## config.mk

```make
export PLATFORM = sky130hd
export DESIGN_NAME = serial_adder
export DESIGN_NICKNAME = d
export VERILOG_FILES = /design/src/rtl/serial_adder_pkg.sv /design/src/rtl/serial_adder_fa_cell.sv /design/src/rtl/serial_adder.sv
export SDC_FILE = /design/constraint.sdc
export NUM_CORES = 1
export LEC_CHECK = 0
export ABC_CLOCK_PERIOD_IN_PS = 4200
export CORE_UTILIZATION = 34
export DETAILED_ROUTE_END_ITERATION = 8
export GPL_TIMING_DRIVEN = 1
export PLACE_DENSITY = 0.59
export SLEW_MARGIN = 5
export SYNTH_ARGS = -nofsm -noshare
export SYNTH_HDL_FRONTEND = slang
export SYNTH_SLANG_ARGS = --single-unit
```

## constraint.sdc

```tcl
create_clock -name clk -period 4.2 [get_ports clk]
set_clock_uncertainty 0.1 [all_clocks]
set_input_delay 0.63 -clock clk [delete_from_list [all_inputs] [get_ports clk]]
set_output_delay 0.63 -clock clk [all_outputs]
set_load 0.03 [all_outputs]
```

## src/rtl/serial_adder_pkg.sv

```systemverilog
// Shared definitions for the bit-serial adder: FSM state encoding and the
// default operand width.
package serial_adder_pkg;

    localparam int DEFAULT_WIDTH = 8;

    typedef enum logic [1:0] {
        ST_IDLE  = 2'd0,
        ST_SHIFT = 2'd1,
        ST_DONE  = 2'd2
    } state_e;

endpackage

```

## src/rtl/serial_adder_fa_cell.sv

```systemverilog
// One-bit full adder built from two half adders and an OR; purely
// combinational and the only arithmetic in the serial adder.
module fa_cell (
    input  logic a,
    input  logic b,
    input  logic ci,
    output logic s,
    output logic co
);

    logic ha1_s_s;
    logic ha1_c_s;
    logic ha2_c_s;

    assign ha1_s_s = a ^ b;
    assign ha1_c_s = a & b;
    assign s       = ha1_s_s ^ ci;
    assign ha2_c_s = ha1_s_s & ci;
    assign co      = ha1_c_s | ha2_c_s;

endmodule

```

## src/rtl/serial_adder.sv

```systemverilog
// Bit-serial adder: sequences operand bits LSB-first through a single
// full-adder cell, with a carry flip-flop closing the loop between bits.
module serial_adder
    import serial_adder_pkg::*;
#(
    parameter int WIDTH = DEFAULT_WIDTH
) (
    input  logic             clk,
    input  logic             rst_n,
    input  logic             start,
    input  logic [WIDTH-1:0] a,
    input  logic [WIDTH-1:0] b,
    input  logic             cin,
    output logic             busy,
    output logic             done,
    output logic [WIDTH-1:0] sum,
    output logic             cout
);

    localparam int                CNT_W    = $clog2(WIDTH);
    localparam logic [CNT_W-1:0]  LAST_CNT = CNT_W'(WIDTH - 1);

    state_e             state_r;
    state_e             state_nxt_s;
    logic [WIDTH-1:0]   a_sh_r;
    logic [WIDTH-1:0]   b_sh_r;
    logic [WIDTH-1:0]   res_sh_r;
    logic [WIDTH-1:0]   res_sh_nxt_s;
    logic               carry_r;
    logic [CNT_W-1:0]   cnt_r;
    logic               busy_r;
    logic               done_r;
    logic [WIDTH-1:0]   sum_r;
    logic               cout_r;
    logic               load_s;
    logic               shift_s;
    logic               finish_s;
    logic               fa_s_s;
    logic               fa_co_s;

    fa_cell u_fa (
        .a  (a_sh_r[0]),
        .b  (b_sh_r[0]),
        .ci (carry_r),
        .s  (fa_s_s),
        .co (fa_co_s)
    );

    // Sum bits enter at the MSB so the LSB lands at bit 0 after WIDTH shifts.
    assign res_sh_nxt_s = (res_sh_r >> 1) | (WIDTH'(fa_s_s) << (WIDTH - 1));

    // Next-state and datapath control decode.
    always_comb begin
        state_nxt_s = state_r;
        load_s      = 1'b0;
        shift_s     = 1'b0;
        finish_s    = 1'b0;
        case (state_r)
            ST_IDLE: begin
                if (start) begin
                    load_s      = 1'b1;
                    state_nxt_s = ST_SHIFT;
                end else begin
                    state_nxt_s = ST_IDLE;
                end
            end
            ST_SHIFT: begin
                shift_s = 1'b1;
                if (cnt_r == LAST_CNT) begin
                    finish_s    = 1'b1;
                    state_nxt_s = ST_DONE;
                end else begin
                    state_nxt_s = ST_SHIFT;
                end
            end
            ST_DONE: begin
                if (start) begin
                    load_s      = 1'b1;
                    state_nxt_s = ST_SHIFT;
                end else begin
                    state_nxt_s = ST_IDLE;
                end
            end
            default: begin
                state_nxt_s = ST_IDLE;
            end
        endcase
    end

    // FSM state plus registered status flags derived from the next state.
    always_ff @(posedge clk or negedge rst_n) begin
        if (!rst_n) begin
            state_r <= ST_IDLE;
            busy_r  <= 1'b0;
            done_r  <= 1'b0;
        end else begin
            state_r <= state_nxt_s;
            busy_r  <= (state_nxt_s == ST_SHIFT);
            done_r  <= (state_nxt_s == ST_DONE);
        end
    end

    // Operand shift registers, carry loop, bit counter and partial result.
    always_ff @(posedge clk or negedge rst_n) begin
        if (!rst_n) begin
            a_sh_r   <= {WIDTH{1'b0}};
            b_sh_r   <= {WIDTH{1'b0}};
            res_sh_r <= {WIDTH{1'b0}};
            carry_r  <= 1'b0;
            cnt_r    <= {CNT_W{1'b0}};
        end else if (load_s) begin
            a_sh_r   <= a;
            b_sh_r   <= b;
            carry_r  <= cin;
            cnt_r    <= {CNT_W{1'b0}};
        end else if (shift_s) begin
            a_sh_r   <= a_sh_r >> 1;
            b_sh_r   <= b_sh_r >> 1;
            res_sh_r <= res_sh_nxt_s;
            carry_r  <= fa_co_s;
            cnt_r    <= cnt_r + CNT_W'(1);
        end else begin
            a_sh_r   <= a_sh_r;
            b_sh_r   <= b_sh_r;
            res_sh_r <= res_sh_r;
            carry_r  <= carry_r;
            cnt_r    <= cnt_r;
        end
    end

    // Result outputs update only on the edge that enters DONE.
    always_ff @(posedge clk or negedge rst_n) begin
        if (!rst_n) begin
            sum_r  <= {WIDTH{1'b0}};
            cout_r <= 1'b0;
        end else if (finish_s) begin
            sum_r  <= res_sh_nxt_s;
            cout_r <= fa_co_s;
        end else begin
            sum_r  <= sum_r;
            cout_r <= cout_r;
        end
    end

    assign busy = busy_r;
    assign done = done_r;
    assign sum  = sum_r;
    assign cout = cout_r;

endmodule

```

# Word-level counts from Yosys, hierarchy flattened
# Cells that the tools add are included.
[word_totals]
output_inout_bits = 11
romBits = 0
register_bits = 41
latch_bits = 0
n_memories = 0
word_cells = 43
ramBits = 0
[classes]
n_reduce_logical = 4
eq_ne = 5
mux = 16
addsub = 1
n_div = 0
n_shift = 0
n_mul = 0
bitwise = 7
n_lt_le_gt_ge = 0
[ops]
columns = ["cell", "count"]
rows = [
  ["$mux 8", 4],
  ["$mux 1", 8],
  ["$or 7x8->8", 1],
  ["$mux 3", 2],
  ["$eq 2x1->1 const B", 2],
  ["$eq 2x2->1 const B", 2],
  ["$pmux 2 s2", 1],
  ["$add 3x1->3 const B", 1],
  ["$eq 3x3->1 const B", 1],
  ["$and 1x1->1", 2],
  ["$logic_not 2->1", 1],
  ["$mux 2", 1],
  ["$reduce_and 2->1", 1],
  ["$reduce_bool 2->1", 1],
  ["$reduce_or 2->1", 1],
  ["$xor 1x1->1", 2],
  ["$not 1->1", 1],
  ["$or 1x1->1", 1],
]

# Logic depth before layout (Yosys ltp)
[logic_depth]
word_depth = 5
depth_mapped = 6
ltp_nobuf = 4

# Hierarchy
# A second synthesis with hierarchy kept.
[unflattened]
cells_unflattened = 133
area_unflattened_um2 = 1949.4
[by_module_without_submodules]
columns = ["module", "area_each_um2", "n_inst", "cells_each"]
rows = [
  ["serial_adder", 1929.4, 1, 132],
  ["fa_cell", 20.0, 1, 1],
]

# Worst setup path before layout
# OpenSTA, ideal clock, no wires.
[synth_timing]
path_type = "register to register"
start = "register cnt_r[0]"
end = "register cout_r (netlist: cout)"
arrival_time_ns = 1.285
path_buffers = 1
path_stages_with_launch = 6
t_required_ns = 3.975
slack_ns = 2.690
setup_ns = 0.125
path_cell_list = "dfrtp_1 -> ha_1 -> ha_1 -> nand2_4 -> buf_6 -> mux2_4"
[synth_via]
elab_chain_cells = 3
[synth_rtl]
columns = ["item", "line", "source"]
rows = [
  ["from (decl)", "serial_adder.sv:30", "logic [CNT_W-1:0] cnt_r;"],
  ["from (signal assigned)", "serial_adder.sv:110", "cnt_r <= {CNT_W{1'b0}};"],
  ["from (signal assigned)", "serial_adder.sv:115", "cnt_r <= {CNT_W{1'b0}};"],
  ["from (signal assigned)", "serial_adder.sv:121", "cnt_r <= cnt_r + CNT_W'(1);"],
  ["$eq 3x3->1", "serial_adder.sv:69", "if (cnt_r == LAST_CNT) begin"],
  ["$mux 1", "serial_adder.sv:69", ""],
  ["$mux 1", "serial_adder.sv:58", "case (state_r)"],
  ["to (signal assigned)", "serial_adder.sv:138", "cout_r <= fa_co_s;"],
  ["to (signal assigned)", "serial_adder.sv:141", "cout_r <= cout_r;"],
  ["to (decl)", "serial_adder.sv:34", "logic cout_r;"],
]
# No other way between the ends.
# A chain may end at the register's enable or synchronous reset.

# Worst setup path after layout
[layout_timing]
start = "input start"
end = "register b_sh_r[4]"
[layout_via]
elab_chain_cells = 3
elab_cells_between_ends = 4
classes_between = "3 x mux; 1 x reduce/logical"
[layout_rtl]
columns = ["item", "line", "source"]
rows = [
  ["from (decl)", "serial_adder.sv:10", "input logic start,"],
  ["$mux 1 *", "serial_adder.sv:60, serial_adder.sv:77", ""],
  ["$mux 1 *", "--", ""],
  ["$mux 8 or $reduce_bool 2->1 (tied branches)", "--", ""],
  ["to (signal assigned)", "serial_adder.sv:107", "b_sh_r <= {WIDTH{1'b0}};"],
  ["to (signal assigned)", "serial_adder.sv:118", "b_sh_r <= b_sh_r >> 1;"],
  ["to (signal assigned)", "serial_adder.sv:124", "b_sh_r <= b_sh_r;"],
  ["to (decl)", "serial_adder.sv:26", "logic [WIDTH-1:0] b_sh_r;"],
]
# Mark *: on every way between the ends. The rest lies on a longest branch, timed or not.

==> impl_results.md <==
- Outcome: finished clean
- Post-Syn Nets: approximately 190
- Area grow syn2layout: 22.2%
- Mean Syn Cell Area: approximately 11 um2
- GP Congestion: around 0.71
- Post-synth top area share: 53.8%
- DR vias: 1224
- Share of layout cells above drive strength 1: 14.4%
- Synth Flop Type: dfrtp_1
- Die area: 5770 um2
- CP Launch Type: input pin
- Peak VDD IR: 0.255 mV
- Crit path DAT: 2.51 ns
- Final antenna-violating net count: 0
- Worst min path class: input pin to asynchronous set/reset pin
- Routed length per instance: 12.7 um
- Leakage Power: roughly 1.0 nW
- Setup crit end: b_sh_r[4]
- Synth top cells by count: 40 x dfrtp_1, 21 x nand2_1, 11 x mux2i_1
- Post-cts resize count: 0
- Layout Cells excl Fill: between 200 and 300
- Pre-CTS setup slack: around 1.5 ns
- Clock power share: 17.8%
- Fillers: 464
- GRT overflow: 0
- Top cell type by total area after synthesis: dfrtp_1
- DR iter-0 viols: 64
- Final Max Tran Viols: 0
- # DRC: 0
- Mapped Area: 1860 um2
- ANT cells: 0
- Clk root buf: clkbuf_8
- Critical Path Fanout Max: 22
- Post-synth cell types: 26
- # hold bufs at CTS: 0
- Switch share: between 30% and 40%
- Vias in the first global route: around 1200
- Hold violation count in the final report: 0
- Internal power: around 0.0011 W
- Setup slack, reg-to-reg: 1.94 ns
- Yosys warns: 0
- Synth area leaders: dfrtp_1 54%, mux2_4 6.5%, mux2i_1 5.9%
- Gr usage total: between 10% and 20%
- Setup slack after layout: 1.80 ns
- Switch Pwr: 0.000623 W
- Clock slew at reported path FFs: 0.07 ns
- CTS max path bufs: 2
- FF-to-FF path depth: 3
- F_max: between 400 and 500 MHz
- # IOs: 31
- Fin util: a little over two fifths
- Clock latency on the worst-skew pair: 0.29 ns
- Die W: 76.0 um
- Largest net degree at the start of global routing: roughly 40
- Worst Setup SP: start
- Synthesized instance count: 162
- Worst r2r src: state_r[0]
- Starting Density: 36.0%
- Die Height: ~76 um
- Fin crit period: 2.40 ns
- Asr flop ratio synth: 100%
- Max-slew headroom: 41.4%
- Final nets: 209
- CTS tree: done
- Power Density: 751 nW/um2
- Comb power frac: approximately two fifths
- 1st-pass router iterations: 4
- Initial antenna violation count: 0
- CTS buffer count: 5
- Core ar.: slightly above 5000 um2
- IO Port Bufs: 30
- RSZ-0062 raised after global routing: no
- First-pass GRT wire length: ~5800 um
- Clock sinks: 40
- Final setup violation count: 0
- Post-synthesis register bit count: 40
- Fin Setup TNS: 0 ns
- Crit Path Category: input pin to flop
- H-tree depth: 2
- Sequential power share: 41.9%
- Post-synth EDFFs: 0
- Core Rows: 26
- Worst Max-Slew Pin Slew: 0.879 ns
- Reg2reg end: b_sh_r[4]
- Vias/cell: 4.76
- Max_cap viols: 0
- Final Cycle Share: 57.1%
- Seq/Total Area, Yosys: between 50% and 60%
- Data required time of the worst path: 4.31 ns
- Post-CTS setup buffers: 0
- DP Cell Count: 249
- DPL Wire Length: 2250 um
- Top-count cell post-synth: dfrtp_1
- Crit end category: flop
- WL final: about 3300 um
- Total power: 0.00171 W
[cell usage in the layout, fill, tap and decap left out, drive strengths merged, types with 8 or more instances in the layout]
cell type       n
a211oi          9
nand2          22
inv             8
a21oi          15
mux2i          11
nor2b          10
dfrtp          40
mux2           11
clkdlybuf4s50  29
[worst min-delay path by stage]
| stage | from | to | slack, ns | cells after the start |
|---|---|---|---|---|
| after floorplan | rst_n | a_sh_r[0] | 0.23 | 0 |
| after global placement | res_sh_r[1] | res_sh_r[1] | 0.36 | 2 |
| after detailed placement | res_sh_r[1] | res_sh_r[1] | 0.37 | 2 |
| after CTS | rst_n | cnt_r[2] | 0.39 | 1 |
| after global routing | res_sh_r[1] | res_sh_r[1] | 0.41 | 2 |
| final | rst_n | res_sh_r[1] | 0.36 | 1 |
[sequential cells by signal (all words and copies together) (netlist names)]
| signal | flops |
|---|---|
| cnt_r | 3 |
| carry_r | 1 |
| done | 1 |
| state_r | 2 |
| cout | 1 |
| res_sh_r | 7 |
| sum | 8 |
| a_sh_r | 8 |
| b_sh_r | 8 |
| busy | 1 |
[layout make-up]
| type | count | area, um2 | share of cell area, % |
|---|---|---|---|
| Sequential cell | 40 | 1000 | 44.0 |
| Clock buffer | 6 | 72.6 | 3.19 |
| Inverter | 8 | 30.0 | 1.32 |
| Timing Repair Buffer | 30 | 295 | 13.0 |
| Clock inverter | 2 | 35.0 | 1.54 |
| Tap cell | 70 | 87.6 | 3.85 |
| Multi-Input combinational cell | 101 | 752 | 33.1 |
[worst max-delay path, stage by stage]
cell and delay, ns:
clkdlybuf4s50_1 0.97, nand2b_1 0.37, and2_1 0.35, a21oi_2 0.18
[cells by family after synthesis]
logic type	after synthesis	synth area share [%]
buf+inv	21	5.78
fa+ha+maj	3	2.42
compound gates	37	13.2
mux	22	14.2
simple gates	39	10.6
flops	40	53.8
[power groups by stage]
stage	clock network, W	logic, W	registers, W
floorplan	0	0.000487	0.000749
global placement	0	0.000670	0.000715
detailed placement	0	0.000697	0.000723
CTS	0.000315	0.000699	0.000716
global route	0.000332	0.000765	0.000744
finish	0.000303	0.000689	0.000715
[metrics by stage]
stage,cell area [um2],hold slack [ns]
floorplan,1860,0.234
global placement,2170,0.357
detailed placement,2170,0.372
CTS,2270,0.388
global route,2270,0.410
finish,2270,0.358
[layer usage]
| layer | track usage, % | wire [um] | up-vias |
|---|---|---|---|
| met1 | 16.2 | 1590 | 589 |
| met3 | 3.71 | 130 | 5 |
| met5 | 0 | 0 | - |
| li1 | - | - | 601 |
| met4 | 4.62 | 40 | 0 |
| met2 | 20.8 | 1510 | 29 |
Note: power is estimated with default switching activity, not from simulation.
